<file path="config.mk">
export PLATFORM = sky130hd
export DESIGN_NAME = store_buffer
export DESIGN_NICKNAME = d
export VERILOG_FILES = /design/src/rtl/store_buffer_pkg.sv /design/src/rtl/store_buffer_fifo.sv /design/src/rtl/store_buffer.sv
export SDC_FILE = /design/constraint.sdc
export NUM_CORES = 1
export LEC_CHECK = 0
export BUFFER_PORTS_ARGS = -buffer_cell sky130_fd_sc_hd__buf_2
export CAP_MARGIN = 20
export CORE_UTILIZATION = 25
export DETAILED_ROUTE_END_ITERATION = 8
export GPL_ROUTABILITY_DRIVEN = 0
export SYNTH_ARGS = -nofsm -noshare
export SYNTH_HDL_FRONTEND = slang
export SYNTH_SLANG_ARGS = --single-unit
</file>
<file path="constraint.sdc">
create_clock -name CLK -period 6.08 [get_ports CLK]
set_clock_uncertainty 0.05 [all_clocks]
set_input_delay 0.912 -clock CLK [delete_from_list [all_inputs] [get_ports CLK]]
set_output_delay 0.912 -clock CLK [all_outputs]
set_load 0.005 [all_outputs]
</file>
<file path="src/rtl/store_buffer_pkg.sv">
// Shared types for the store buffer: drain FSM encoding and the queued entry layout.
package store_buffer_pkg;
  typedef enum logic {SB_IDLE = 1'b0, SB_BUSY = 1'b1} sb_state_e;

  localparam int ADDR_HI_W = 30;
  localparam int STRB_W    = 4;
  localparam int DATA_W    = 32;
  localparam int DATA_LSB  = 0;
  localparam int STRB_LSB  = DATA_LSB + DATA_W;
  localparam int ADDR_LSB  = STRB_LSB + STRB_W;
  localparam int ENTRY_W   = ADDR_HI_W + STRB_W + DATA_W;

  // {addr[31:2], strb, data}
  typedef struct packed {
    logic [ADDR_HI_W-1:0] addr_hi;
    logic [STRB_W-1:0]    strb;
    logic [DATA_W-1:0]    data;
  } sb_entry_t;
endpackage

</file>
<file path="src/rtl/store_buffer_fifo.sv">
// Register-array FIFO holding committed stores; exposes per-entry addresses and
// a valid mask so the top can compare loads against every pending word.
module store_buffer_fifo
  import store_buffer_pkg::*;
#(
  parameter int DEPTH = 4,
  parameter int PTR_W = 2
) (
  input  logic                          CLK,
  input  logic                          RST,
  input  logic                          push_i,
  input  logic                          pop_i,
  input  sb_entry_t                     wdata_i,
  output sb_entry_t                     head_o,
  output sb_entry_t                     next_o,
  output logic [PTR_W:0]                count_o,
  output logic                          full_o,
  output logic                          empty_o,
  output logic [DEPTH*ADDR_HI_W-1:0]    addrs_o,
  output logic [DEPTH-1:0]              vld_o
);
  sb_entry_t        mem_q [DEPTH];
  logic [PTR_W-1:0] rd_q, wr_q, rd_nxt;
  logic [PTR_W:0]   cnt_q, cnt_d;
  logic [DEPTH-1:0] vld_q, vld_d;

  assign rd_nxt = rd_q + 1'b1;

  always_comb begin
    cnt_d = cnt_q;
    case ({push_i, pop_i})
      2'b10:   cnt_d = cnt_q + 1'b1;
      2'b01:   cnt_d = cnt_q - 1'b1;
      default: cnt_d = cnt_q;
    endcase
    vld_d = vld_q;
    if (pop_i)  vld_d[rd_q] = 1'b0;
    if (push_i) vld_d[wr_q] = 1'b1;
  end

  always_ff @(posedge CLK) begin
    if (RST) begin
      rd_q  <= '0;
      wr_q  <= '0;
      cnt_q <= '0;
      vld_q <= '0;
    end else begin
      if (push_i) wr_q <= wr_q + 1'b1;
      if (pop_i)  rd_q <= rd_nxt;
      cnt_q <= cnt_d;
      vld_q <= vld_d;
    end
  end

  always_ff @(posedge CLK) begin
    if (push_i) mem_q[wr_q] <= wdata_i;
  end

  assign head_o  = mem_q[rd_q];
  assign next_o  = mem_q[rd_nxt];
  assign count_o = cnt_q;
  assign full_o  = (cnt_q == (PTR_W+1)'(DEPTH));
  assign empty_o = (cnt_q == '0);
  assign vld_o   = vld_q;

  for (genvar i = 0; i < DEPTH; i++) begin : g_addr
    assign addrs_o[i*ADDR_HI_W +: ADDR_HI_W] = mem_q[i].addr_hi;
  end
endmodule

</file>
<file path="src/rtl/store_buffer.sv">
// Store buffer: queues committed stores, drains them over a WREN/WACK port and
// flags memory-stage loads that hit a pending store word.
module store_buffer
  import store_buffer_pkg::*;
#(
  parameter int DEPTH = 4,
  parameter int PTR_W = 2
) (
  input  logic        CLK,
  input  logic        RST,
  input  logic        EXT_STALL,
  input  logic        W_VALID,
  input  logic        W_STORE_WREN,
  input  logic [31:0] W_STORE_ADDR,
  input  logic [3:0]  W_STORE_STRB,
  input  logic [31:0] W_STORE_DATA,
  output logic        SB_STALL,
  output logic        SB_EMPTY,
  input  logic        LD_CHK_VALID,
  input  logic [31:0] LD_CHK_ADDR,
  output logic        LD_HAZARD,
  output logic        MEM_WREN,
  output logic [31:0] MEM_ADDR,
  output logic [3:0]  MEM_STRB,
  output logic [31:0] MEM_DATA,
  input  logic        MEM_WACK
);
  logic                       push_req, push, pop, full, empty, hz_q;
  logic [PTR_W:0]             count;
  logic [DEPTH*ADDR_HI_W-1:0] addrs;
  logic [DEPTH-1:0]           vld;
  sb_entry_t                  wr_ent, head, nxt, out_q, out_d;
  sb_state_e                  state_q, state_d;
  logic                       wren_q, wren_d;
  logic                       unused_lsb;

  assign unused_lsb = ^{W_STORE_ADDR[1:0], LD_CHK_ADDR[1:0]};

  assign push_req = W_VALID & W_STORE_WREN;
  assign push     = push_req & ~full & ~EXT_STALL;
  assign SB_STALL = push_req & full;
  assign SB_EMPTY = empty & ~push_req;
  assign wr_ent   = '{addr_hi: W_STORE_ADDR[31:2], strb: W_STORE_STRB, data: W_STORE_DATA};

  store_buffer_fifo #(.DEPTH(DEPTH), .PTR_W(PTR_W)) u_fifo (
    .CLK(CLK), .RST(RST), .push_i(push), .pop_i(pop), .wdata_i(wr_ent),
    .head_o(head), .next_o(nxt), .count_o(count), .full_o(full), .empty_o(empty),
    .addrs_o(addrs), .vld_o(vld)
  );

  always_ff @(posedge CLK) begin
    if (RST) state_q <= SB_IDLE;
    else     state_q <= state_d;
  end

  always_comb begin
    state_d = state_q;
    case (state_q)
      SB_IDLE: if (!empty) state_d = SB_BUSY;
      SB_BUSY: if (MEM_WACK && count <= (PTR_W+1)'(1)) state_d = SB_IDLE;
      default: state_d = SB_IDLE;
    endcase
  end

  // The in-flight head stays in the FIFO until acked, so the follow-on entry is next_o.
  always_comb begin
    pop    = 1'b0;
    wren_d = wren_q;
    out_d  = out_q;
    case (state_q)
      SB_IDLE: if (!empty) begin
        wren_d = 1'b1;
        out_d  = head;
      end
      SB_BUSY: if (MEM_WACK) begin
        pop = 1'b1;
        if (count > (PTR_W+1)'(1)) begin
          wren_d = 1'b1;
          out_d  = nxt;
        end else begin
          wren_d = 1'b0;
        end
      end
      default: wren_d = 1'b0;
    endcase
  end

  always_ff @(posedge CLK) begin
    if (RST) begin
      wren_q <= 1'b0;
      out_q  <= '0;
    end else begin
      wren_q <= wren_d;
      out_q  <= out_d;
    end
  end

  assign MEM_WREN = wren_q;
  assign MEM_ADDR = {out_q.addr_hi, 2'b00};
  assign MEM_STRB = out_q.strb;
  assign MEM_DATA = out_q.data;

  always_comb begin
    hz_q = push_req && (W_STORE_ADDR[31:2] == LD_CHK_ADDR[31:2]);
    for (int i = 0; i < DEPTH; i++)
      if (vld[i] && addrs[i*ADDR_HI_W +: ADDR_HI_W] == LD_CHK_ADDR[31:2]) hz_q = 1'b1;
  end

  assign LD_HAZARD = LD_CHK_VALID & hz_q;
endmodule
</file>
-- Word level (Yosys, flattened, before mapping)
Memory sizes are Yosys's and may differ from the RTL's. A register that Yosys moved wholly into a read port is not among the register bits.
Index checks and enable logic that the tools add are counted.
Widths: inputs -> output; s select.
- memories kept: 1
- word-level logic and storage cells: 84
- RAM bits: 264
- bits of input ports: 107
- latch bits: 0
- bits in read-only memories: 0
- bits in registers: 79
- memories (memory ; depth ; bits a word ; read ports ; clocked after memory_dff ; write ports ; line ; text):
    u_fifo.mem_q ; 4 ; 66 ; 6 ; 1 ; 1 ; store_buffer_fifo.sv:22 ; sb_entry_t mem_q [DEPTH];
- add/subtract/negate cells: 4
- divide/modulo/power cells: 0
- bitwise logic cells: 13
- reductions and logical operators: 12
- order comparisons: 6
- shift operators: 0
- equality and inequality tests: 11
- mux-type cells: 28
- multipliers: 0
- operators with widths (cell ; number):
    $mux 66 ; 3
    $eq 30x30->1 ; 5
    $pmux 66 s2 ; 1
    $mux 1 ; 15
    $logic_and 1x1->1 ; 8
    $mux 4 ; 2
    $and 1x1->1 ; 6
    $lt 2x3->1 const B ; 2
    $pmux 3 s2 ; 1
    $add 2x1->2 const B ; 2
    $and 4x4->4 ; 1
    $demux 1 s2 ; 2
    $ge 2x1->1 const B ; 2
    $mux 2 ; 2
    $ne 2x2->1 const B ; 2
    $not 1->1 ; 4
    $not 4->4 ; 1
    $or 4x4->4 ; 1
    $pmux 1 s2 ; 2
    $add 3x1->3 const B ; 1
    $eq 3x3->1 const B ; 1
    $gt 3x1->1 const B ; 1
    $le 3x1->1 const B ; 1
    $logic_not 3->1 ; 1
    7 further kinds ; 7

-- Longest topological paths before layout
Gate-level depths: netlist of run 1.
- depth after elaboration: 9
- gate-level depth with buffers: 10
- depth with buffers taken out: 9

-- By module
Synthesis of run 1 repeated with hierarchy kept, for this count alone.
- cells, all modules: 1158
- area total of the unflattened synthesis: 17411.7 µm²
- modules (own cells, without submodules) (module ; area an instance (µm²) ; sequential area each (µm²) ; instances ; cells an instance):
    store_buffer_fifo ; 12652.1 ; 8187.9 ; 1 ; 614
    store_buffer ; 4759.6 ; 1361.3 ; 1 ; 544

-- Worst setup path after synthesis of run 1
Ideal clock, no wire load.
- path kind: input port to flip-flop
- from: in W_VALID
- to: mem u_fifo.mem_q[0][0] (netlist bit) (enable)
- setup time: 0.432 ns
- arrival: 2.950 ns
- cell stages on the path: 3
- setup slack: 2.648 ns
- required time: 5.598 ns
- cell sequence: nand2_1 nor3b_2 and2_1
- cells in the longest elaborated chain, start to end: 5
- ends and longest elaborated chain (item ; line ; text):
    start: declaration ; store_buffer.sv:12 ; input logic W_VALID,
    $and 1x1->1 ; store_buffer.sv:39 ; assign push_req = W_VALID & W_STORE_WREN;
    $and 1x1->1 (2 in a row) ; store_buffer.sv:40 ; assign push = push_req & ~full & ~EXT_STALL;
    $mux 1 ; store_buffer_fifo.sv:56 ; if (push_i) mem_q[wr_q] <= wdata_i;
    $mux 1 (implied by the code) ; store_buffer_fifo.sv:56 ;
    end: declaration ; store_buffer_fifo.sv:22 ;
No other way between the ends.

-- Final worst setup path of run 1
- from: in W_VALID
- to: out LD_HAZARD
- cells in the longest elaborated chain, start to end: 7
- ends and longest elaborated chain (item ; line ; text):
    $and 1x1->1 ; store_buffer.sv:39 ;
    $logic_and 1x1->1 ; store_buffer.sv:104 ; hz_q = push_req && (W_STORE_ADDR[31:2] == LD_CHK_ADDR[31:2]);
    $mux 1 (4 in a row) ; store_buffer.sv:106 ; if (vld[i] && addrs[i*ADDR_HI_W +: ADDR_HI_W] == LD_CHK_ADDR[31:2]) hz_q = 1'b1;
    $and 1x1->1 ; store_buffer.sv:109 ; assign LD_HAZARD = LD_CHK_VALID & hz_q;
    end: declaration ; store_buffer.sv:21 ; output logic LD_HAZARD,
No other way between the ends.

==> results of run 1 <==
## per-layer routing
metal	up-vias	wire [um]	global-route usage, %
met5	-	113	0
met4	20	856	3.12
met3	78	3930	4.54
met2	314	22700	22.2
met1	5020	20600	18.4
li1	4348	-	-
## critical path, delay by kind of cell
family | cells | cell delay [ns]
simple gates | 4 | 1.22
compound gates | 1 | 0.30
buf+inv | 2 | 0.26
## cells in the final DEF, fill, tap and decap left out, drive strengths merged, types with 6 or more instances in the layout
cell type / count
a211oi: 68
nand4: 31
clkbuf: 61
edfxtp: 264
nor4: 16
mux4: 132
xor2: 38
ha: 13
buf: 185
inv: 11
mux2i: 69
clkinv: 10
xnor2: 116
dfxtp: 81
nand2: 6
a21oi: 8
nor2: 80
## power breakdown
part | internal [mW] | leakage (nW) | switching, mW
combinational | 0.738 | 2.54 | 0.873
clock | 1.34 | 0.620 | 0.992
sequential | 2.74 | 3.05 | 0.181
## area by class of cell
class	instances	share of cell area, %
Antenna cell	5	0.0634
Clock inverter	15	0.456
Tap cell	864	5.48
Sequential cell	345	48.4
Clock buffer	61	5.95
Timing Repair Buffer	185	4.87
Multi-Input combinational cell	597	34.6
Inverter	8	0.152
## final timing paths
path             startpoint      endpoint  slack [ns]  cells past startpoint
max                 W_VALID     LD_HAZARD        2.42                      7
min            MEM_ADDR[24]  MEM_ADDR[24]        0.45                      2
max reg2reg  u_fifo.rd_q[0]   MEM_DATA[6]        2.56                      6
min reg2reg    MEM_ADDR[24]  MEM_ADDR[24]        0.45                      2
## state kept, by name, indices dropped and copies added (netlist names), named ones only
| register | cells |
|---|---|
| u_fifo.wr_q | 2 |
| MEM_WREN | 1 |
| MEM_ADDR | 30 |
| MEM_DATA | 32 |
| u_fifo.mem_q | 264 |
| u_fifo.rd_q | 2 |
| u_fifo.count_o | 3 |
| MEM_STRB | 4 |
| u_fifo.vld_o | 4 |
| state_q | 1 |
## kinds of logic after synthesis
kind of cell | count (synthesis) | synth area share (%)
flip-flops | 345 | 56.7
multiplexers | 201 | 21.7
XOR/XNOR | 154 | 8.00
AND/OR/NAND/NOR | 146 | 4.28
buffers and inverters | 103 | 3.03
AO/OA/AOI/OAI | 81 | 5.31
adder cells (fa/ha/maj) | 13 | 0.965
other | 1 | 0.0222
## stage by stage
step | utilization, % | cell area (um2) | power, mW | cells | hold slack, ns
6_report | 29.8 | 19700 | 6.87 | 2080 | 0.450
5_1_grt | 29.8 | 19700 | 7.20 | 2077 | 0.475
4_1_cts | 29.8 | 19700 | 6.99 | 2075 | 0.441
3_5_place_dp | 27.9 | 18500 | 4.62 | 1999 | 0.426
3_3_place_gp | 27.9 | 18500 | 4.59 | 1999 | 0.430
2_1_floorplan | - | 16900 | 4.09 | 1045 | 0.406
==> results.json, run 1 <==
{
  "num_vias": 9780,
  "first_pass_iters": 4,
  "synth_edf_count": 264,
  "synth_warnings": 0,
  "area_delta_synth_final_pct": 17.1,
  "p_leak_nw": 6.22,
  "cp-end-kind": "output pin",
  "max_stage_delay_ns": 0.67,
  "rsz0062_at_grt": "no",
  "finalCritPeriodShare_pct": 60.2,
  "ys_ff_latch": 345,
  "drive_gt1_share_pct": 37.3,
  "numCtsBuffers": 41,
  "fill_cells": 6585,
  "arrival_ns": 2.70,
  "crit_top_cell": "buf_2",
  "drtIter0Drc": 632,
  "die_w_um": 262,
  "die_y_um": 262,
  "cts_tree": "built",
  "startpoint_type": "primary input",
  "synth_ff_type": "edfxtp_1",
  "fmax_mhz": 273,
  "synthArstFlopShare_pct": 0,
  "synth_common_cells": "edfxtp_1 (264), mux4_2 (132), xnor2_1 (116)",
  "power.density_nw_per_um2": 348,
  "synth_area_leaders": "edfxtp_1 (47%), mux4_2 (18%), dfxtp_1 (9.6%)",
  "slowest_stage": "or4_1",
  "syn_area_um2": 16900,
  "clk_pin_slew_ns": 0.06,
  "h-tree-depth": 2,
  "fin_crit_ns": 3.66,
  "ff_latch_area_um2": 9560,
  "antenna_left": 0,
  "synth_largest_area_cell": "edfxtp_1",
  "finalSetupViolCount": 0,
  "synthCells": 1044,
  "relSlewSlack_pct": 32.1,
  "finalMaxSlewViolations": 0,
  "cts_hold_buf": 0,
  "synth_cell_types": 34,
  "synth.most_common_cell": "edfxtp_1",
  "multi_input_area_um2": 6830,
  "initial_core_util_pct": 25.5,
  "grt_pass1_wl_um": 69100,
  "std_cell_rows": 94,
  "tns_ns": 0,
  "post-place-ws_ns": 2.41,
  "tightest_slew_ns": 1.02,
  "hold_class": "reg2reg",
  "clockBufferDepth": 3,
  "clock_latency_ns": 0.56,
  "coreArea_um2": 66200,
  "syn-mean-instance-area_um2": 16.1,
  "finalWorstSetupSlack_ns": 2.42,
  "cts_resized": 0,
  "worst-setup-path-type": "in2out",
  "outcome": "complete, no violations",
  "io_pins": 179,
  "worstPathMaxFanout": 3,
  "yosysTopAreaCellShare_pct": 47.0,
  "cp_cell_sequence": "buf_2, nand2_1, or4_1, nor4_2, nand4_1, a41oi_2, buf_2",
  "maxCapViolations": 0,
  "antenna_found_initial": 19,
  "ir_worst_vdd_mv": 0.347,
  "grt_max_degree": 75,
  "clock-sinks": 345,
  "dieArea_um2": 68500,
  "worstPathRequired_ns": 5.12,
  "track_usage_pct": 14.0,
  "io_buffers": 172,
  "finalHoldViolations": 0,
  "grt_pass1_vias": 10000,
  "seq_area_frac_synth_pct": 56.7,
  "wire_per_inst_um": 23.2,
  "vias_per_cell": 4.70,
  "drc": 0,
  "grt_overflow": 0,
  "wirelength_um": 48200,
  "nets": 1298,
  "cts_root_buf": "clkbuf_16",
  "cts_setup_buffers": 0,
  "dp_hpwl_um": 32100
}
Power figures use the tool's default switching activity.
==> run 2, diff against run 1 <==
==> constraint.sdc (replaced) <==
create_clock -name CLK -period 3.04 [get_ports CLK]
set_clock_uncertainty 0.05 [all_clocks]
set_input_delay 0.456 -clock CLK [delete_from_list [all_inputs] [get_ports CLK]]
set_output_delay 0.456 -clock CLK [all_outputs]
set_load 0.005 [all_outputs]
==> run 2 against run 1 <==
Worst setup slack got worse by 2.4 ns; critical path depth decreased by 1; die area unchanged; total power increased by 100%; utilization increased by 0.83 points; critical path type is now reg2out; first-iteration DRC count decreased by 6.0%; combinational power increased by 110%; non-clock buffer count increased by 18; worst hold slack got worse by 0.40 ns; critical endpoint unchanged; largest cell class unchanged; design area increased by 2.8%; sequential power increased by 97%.
==> results.json, run 2 (synthesis results as in run 1) <==
{
  "arrival_ns": 2.48,
  "area_delta_synth_final_pct": 20.4,
  "finalHoldViolations": 0,
  "post-place-ws_ns": 0.242,
  "finalSetupViolCount": 0,
  "numCtsBuffers": 40,
  "drtIter0Drc": 594,
  "fin_crit_ns": 2.99,
  "top_register": "u_fifo.mem_q",
  "ff_latch_area_um2": 9560,
  "dp_hpwl_um": 33200,
  "slowest_stage": "edfxtp_1",
  "nets": 1315,
  "worst-setup-path-type": "reg2out",
  "p_leak_nw": 6.49,
  "finalCritPeriodShare_pct": 98.2,
  "clk_pin_slew_ns": 0.06,
  "wirelength_um": 48400,
  "grt_max_degree": 81,
  "drc": 0,
  "initial_core_util_pct": 25.5,
  "die_y_um": 262,
  "grt_pass1_wl_um": 68900,
  "power.density_nw_per_um2": 687,
  "io_buffers": 172,
  "cts_hold_buf": 0,
  "crit_top_cell": "nand4_1",
  "drive_gt1_share_pct": 40.0,
  "std_cell_rows": 94,
  "antenna_left": 0,
  "die_w_um": 262,
  "h-tree-depth": 2,
  "hold_class": "in2reg",
  "final_area_um2": 20300,
  "finalWorstSetupSlack_ns": 0.0535,
  "mostFrequentLayoutCell": "edfxtp_1",
  "largest_reg_flops": 264,
  "multi_input_area_um2": 6980,
  "outcome": "complete, no violations",
  "startpoint_type": "flip-flop",
  "cts_tree": "built",
  "io_pins": 179,
  "worstPathMaxFanout": 3,
  "tightest_slew_ns": 0.637,
  "worstPathRequired_ns": 2.53,
  "vias_per_cell": 4.71,
  "first_pass_iters": 5,
  "rsz0062_at_grt": "yes",
  "ir_worst_vdd_mv": 0.322,
  "wire_per_inst_um": 23.1,
  "fmax_mhz": 335,
  "fill_cells": 6515,
  "track_usage_pct": 14.0,
  "power.total_mw": 13.9,
  "clockBufferDepth": 3,
  "coreArea_um2": 66200,
  "clock_latency_ns": 0.57,
  "place_area_um2": 18800,
  "dieArea_um2": 68500,
  "clock-sinks": 345,
  "grt_overflow": 0,
  "tns_ns": 0,
  "cts_root_buf": "clkbuf_16",
  "antenna_found_initial": 17,
  "cp-end-kind": "output pin",
  "max_stage_delay_ns": 0.42,
  "finalMaxSlewViolations": 0,
  "grt_pass1_vias": 9989,
  "relSlewSlack_pct": 57.5,
  "mostFrequentLayoutCells": "edfxtp_1 (264), buf_2 (171), mux4_2 (132)",
  "cp_cell_sequence": "xnor2_1, nand4_1, nor4_1, nand4_1, a41oi_2, buf_2",
  "maxCapViolations": 0,
  "num_vias": 9880
}
-- run 2: cell types whose count changed in the layout (fill, tap and decap cells not counted), sizes merged --
cell	change
clkinv	-3
clkbuf	+1
buf	+18
bufinv	+1
clkinvlp	-2
inv	+1
-- run 2: metrics by stage --
step	hold slack [ns]	instances	utilization (%)
floorplan	0.406	1045	-
global placement	0.423	2016	28.4
detailed placement	0.431	2016	28.4
CTS	0.0134	2090	30.4
global route	0.0246	2093	30.6
finish	0.0520	2096	30.6
-- run 2: routing by layer --
metal / up-vias / track usage (%) / wire length (um)
li1: 4388 / - / -
met4: 16 / 4.07 / 1270
met2: 318 / 22.1 / 22800
met3: 85 / 3.82 / 3510
met1: 5073 / 18.6 / 20700
met5: - / 0 / 91
-- run 2: path summary, 6_finish.rpt --
path | start | endpoint | slack, ns | depth (start not counted)
setup reg to reg | u_fifo.count_o[0] | u_fifo.mem_q[1][51] | 0.53 | 6
hold / removal | W_STORE_DATA[30] | u_fifo.mem_q[2][30] | 0.05 | 1
setup / recovery | u_fifo.mem_q[1][47] | LD_HAZARD | 0.05 | 6
hold reg to reg | MEM_WREN | MEM_WREN | 0.45 | 2
-- run 2: layout make-up --
type                    count  share of cell area (%)
flip-flops and latches    345                    47.1
clock inverters            12                   0.500
multi-input cells         597                    34.4
well taps                 864                    5.33
diodes                      5                  0.0617
repair buffers            203                    6.51
inverters                   8                   0.148
clock buffers              62                    5.89
-- run 2: report_power, final --
part	switching, mW	leakage, nW	internal, mW
clock network	1.93	0.639	2.80
logic	1.90	2.80	1.57
registers	0.261	3.05	5.49
total	4.09	6.49	9.85
-- run 2: timing repair --
action,in CTS,in global routing
endpoints found under the setup margin,1,1
resized for setup,3,18
endpoints found under the hold margin,0,0
buffers inserted,0,1
pin swaps,1,10
-- run 2: critical path, delay by kind of cell (launching register included) --
family,cells,cell delay (ns)
buf+inv,1,0.19
simple gates,3,0.63
compound gates,1,0.40
flops,1,0.42
xor+xnor,1,0.28
==> run 3, diff against run 2 <==
--- a/config.mk
+++ b/config.mk
@@ -7,6 +7,7 @@
 export LEC_CHECK = 0
 export BUFFER_PORTS_ARGS = -buffer_cell sky130_fd_sc_hd__buf_2
 export CAP_MARGIN = 20
+export CORE_ASPECT_RATIO = 0.8
 export CORE_UTILIZATION = 25
 export DETAILED_ROUTE_END_ITERATION = 8
 export GPL_ROUTABILITY_DRIVEN = 0
==> run 3 against run 2 <==
The run now ends with negative setup slack left; utilization up 0.28 points; final cell count about the same; global-route usage up 0.21 points; design area up 0.93%; die area is essentially flat; register-to-register slack gained 0.08 ns; clock power grew 7.4%; clock-buffer cell count is 6 lower; worst hold slack worse by 0.0050 ns; critical path depth stayed put; first-iteration DRC count up 4.2%; non-clock buffer count did not move; critical path type unchanged; largest power group unchanged.
==> results.json, run 3 (synthesis results as in run 1) <==
{
  "outcome": "finished with violations",
  "failed_checks": "negative setup slack",
  "die_w_um": 292,
  "clk_pin_slew_ns": 0.06,
  "instances_no_fill": 2094,
  "cts_tree": "built",
  "crit_cells": 6,
  "finalWorstSetupSlack_ns": -0.0125,
  "crit_top_cell": "nand4_1",
  "cp_cell_sequence": "xnor2_2, nand4_1, nor4_2, nand4_1, a41oi_2, buf_2",
  "dr_wl_met3_um": 4000,
  "track_usage_pct": 14.2,
  "post-place-ws_ns": 0.267,
  "numCtsBuffers": 42,
  "antenna_found_initial": 19,
  "fill_cells": 6503,
  "highest_layer": "met5",
  "clockBufferDepth": 3,
  "fmax_mhz": 328,
  "cp-end-kind": "output pin",
  "initial_core_util_pct": 25.5,
  "drtIter0Drc": 619,
  "largest_reg_flops": 264,
  "met2_wirelength_um": 21700,
  "mostFrequentLayoutCells": "edfxtp_1 (264), buf_2 (171), mux4_2 (132)",
  "slowest_stage": "edfxtp_1",
  "wire_per_inst_um": 23.2,
  "crit_family": "simple AND/OR/NAND/NOR gates",
  "relSlewSlack_pct": 51.2,
  "finalHoldViolations": 0,
  "grt_pass1_vias": 10100,
  "coreArea_um2": 66200,
  "cts_root_buf": "clkbuf_16",
  "tns_ns": -0.0125,
  "num_vias": 9883,
  "area_delta_synth_final_pct": 21.5,
  "first_pass_iters": 5,
  "grt_pass1_wl_um": 70000,
  "r2r_cells": 8,
  "maxCapViolations": 0,
  "max_stage_delay_ns": 0.46,
  "worstPathMaxFanout": 3,
  "power.density_nw_per_um2": 700,
  "power.total_mw": 14.3,
  "drive_gt1_share_pct": 41.8,
  "die_y_um": 234,
  "drc": 0,
  "tightest_slew_ns": 0.731,
  "top_register": "u_fifo.mem_q",
  "hold_class": "in2reg",
  "worst-setup-path-type": "reg2out",
  "wirelength_um": 48500,
  "finalMaxSlewViolations": 0,
  "io_pins": 179,
  "fin_crit_ns": 3.05,
  "dieArea_um2": 68500,
  "antenna_left": 0,
  "dp_hpwl_um": 33400,
  "hold_depth": 1,
  "std_cell_rows": 84,
  "placed_cells": 2011,
  "ir_worst_vdd_mv": 0.387,
  "clock-sinks": 345,
  "worstPathRequired_ns": 2.53,
  "whs_ns": 0.0470,
  "p_leak_nw": 6.58,
  "grt_max_degree": 70,
  "h-tree-depth": 2,
  "nets": 1317,
  "startpoint_type": "flip-flop",
  "met1_length_um": 21600,
  "io_buffers": 172,
  "mostFrequentLayoutCell": "edfxtp_1",
  "grt_overflow": 0,
  "clock_latency_ns": 0.58,
  "finalCritPeriodShare_pct": 100,
  "arrival_ns": 2.55,
  "cp_num_buf_inv": 1,
  "vias_per_cell": 4.72,
  "finalSetupViolCount": 1
}
-- run 3: per-stage QoR --
stage | cell area, um2 | util, %
after floorplan | 16900 | -
after global placement | 18800 | 28.4
after detailed placement | 18800 | 28.4
after CTS | 20300 | 30.7
after global routing | 20500 | 30.9
final | 20500 | 30.9
-- run 3: area by class of cell --
type | instances | area (um2) | share of cell area [%]
multi-input cells | 597 | 7080 | 34.6
diodes | 3 | 7.51 | 0.0367
clock buffers | 56 | 1200 | 5.88
repair buffers | 203 | 1320 | 6.45
flip-flops and latches | 345 | 9560 | 46.7
clock inverters | 22 | 196 | 0.959
well taps | 860 | 1080 | 5.26
inverters | 8 | 30.0 | 0.147
-- run 3: repair_timing --
action,in CTS,in global routing
endpoints found under the setup margin,1,1
setup buffers,0,2
endpoints found under the hold margin,0,0
hold buffers,0,0
resized for setup,16,18
pin swaps,2,17
-- run 3: routing by layer --
layer | vias up | GRT usage, %
met5 | - | 0
met4 | 16 | 4.38
met3 | 92 | 4.17
met2 | 306 | 21.5
met1 | 5082 | 19.5
li1 | 4387 | -
-- run 3: path summary, 6_finish.rpt --
| kind | start | endpoint | slack [ns] |
|---|---|---|---|
| min | W_STORE_STRB[1] | u_fifo.mem_q[2][33] | 0.05 |
| max reg2reg | u_fifo.count_o[0] | u_fifo.count_o[2] | 0.61 |
| max | u_fifo.mem_q[1][38] | LD_HAZARD | -0.01 |
| min reg2reg | u_fifo.vld_o[0] | u_fifo.vld_o[0] | 0.44 |
-- run 3: power breakdown --
part	internal, mW	switching, mW	total, mW
Sequential	5.49	0.252	5.74
Combinational	1.60	1.91	3.51
Clock	2.98	2.10	5.08
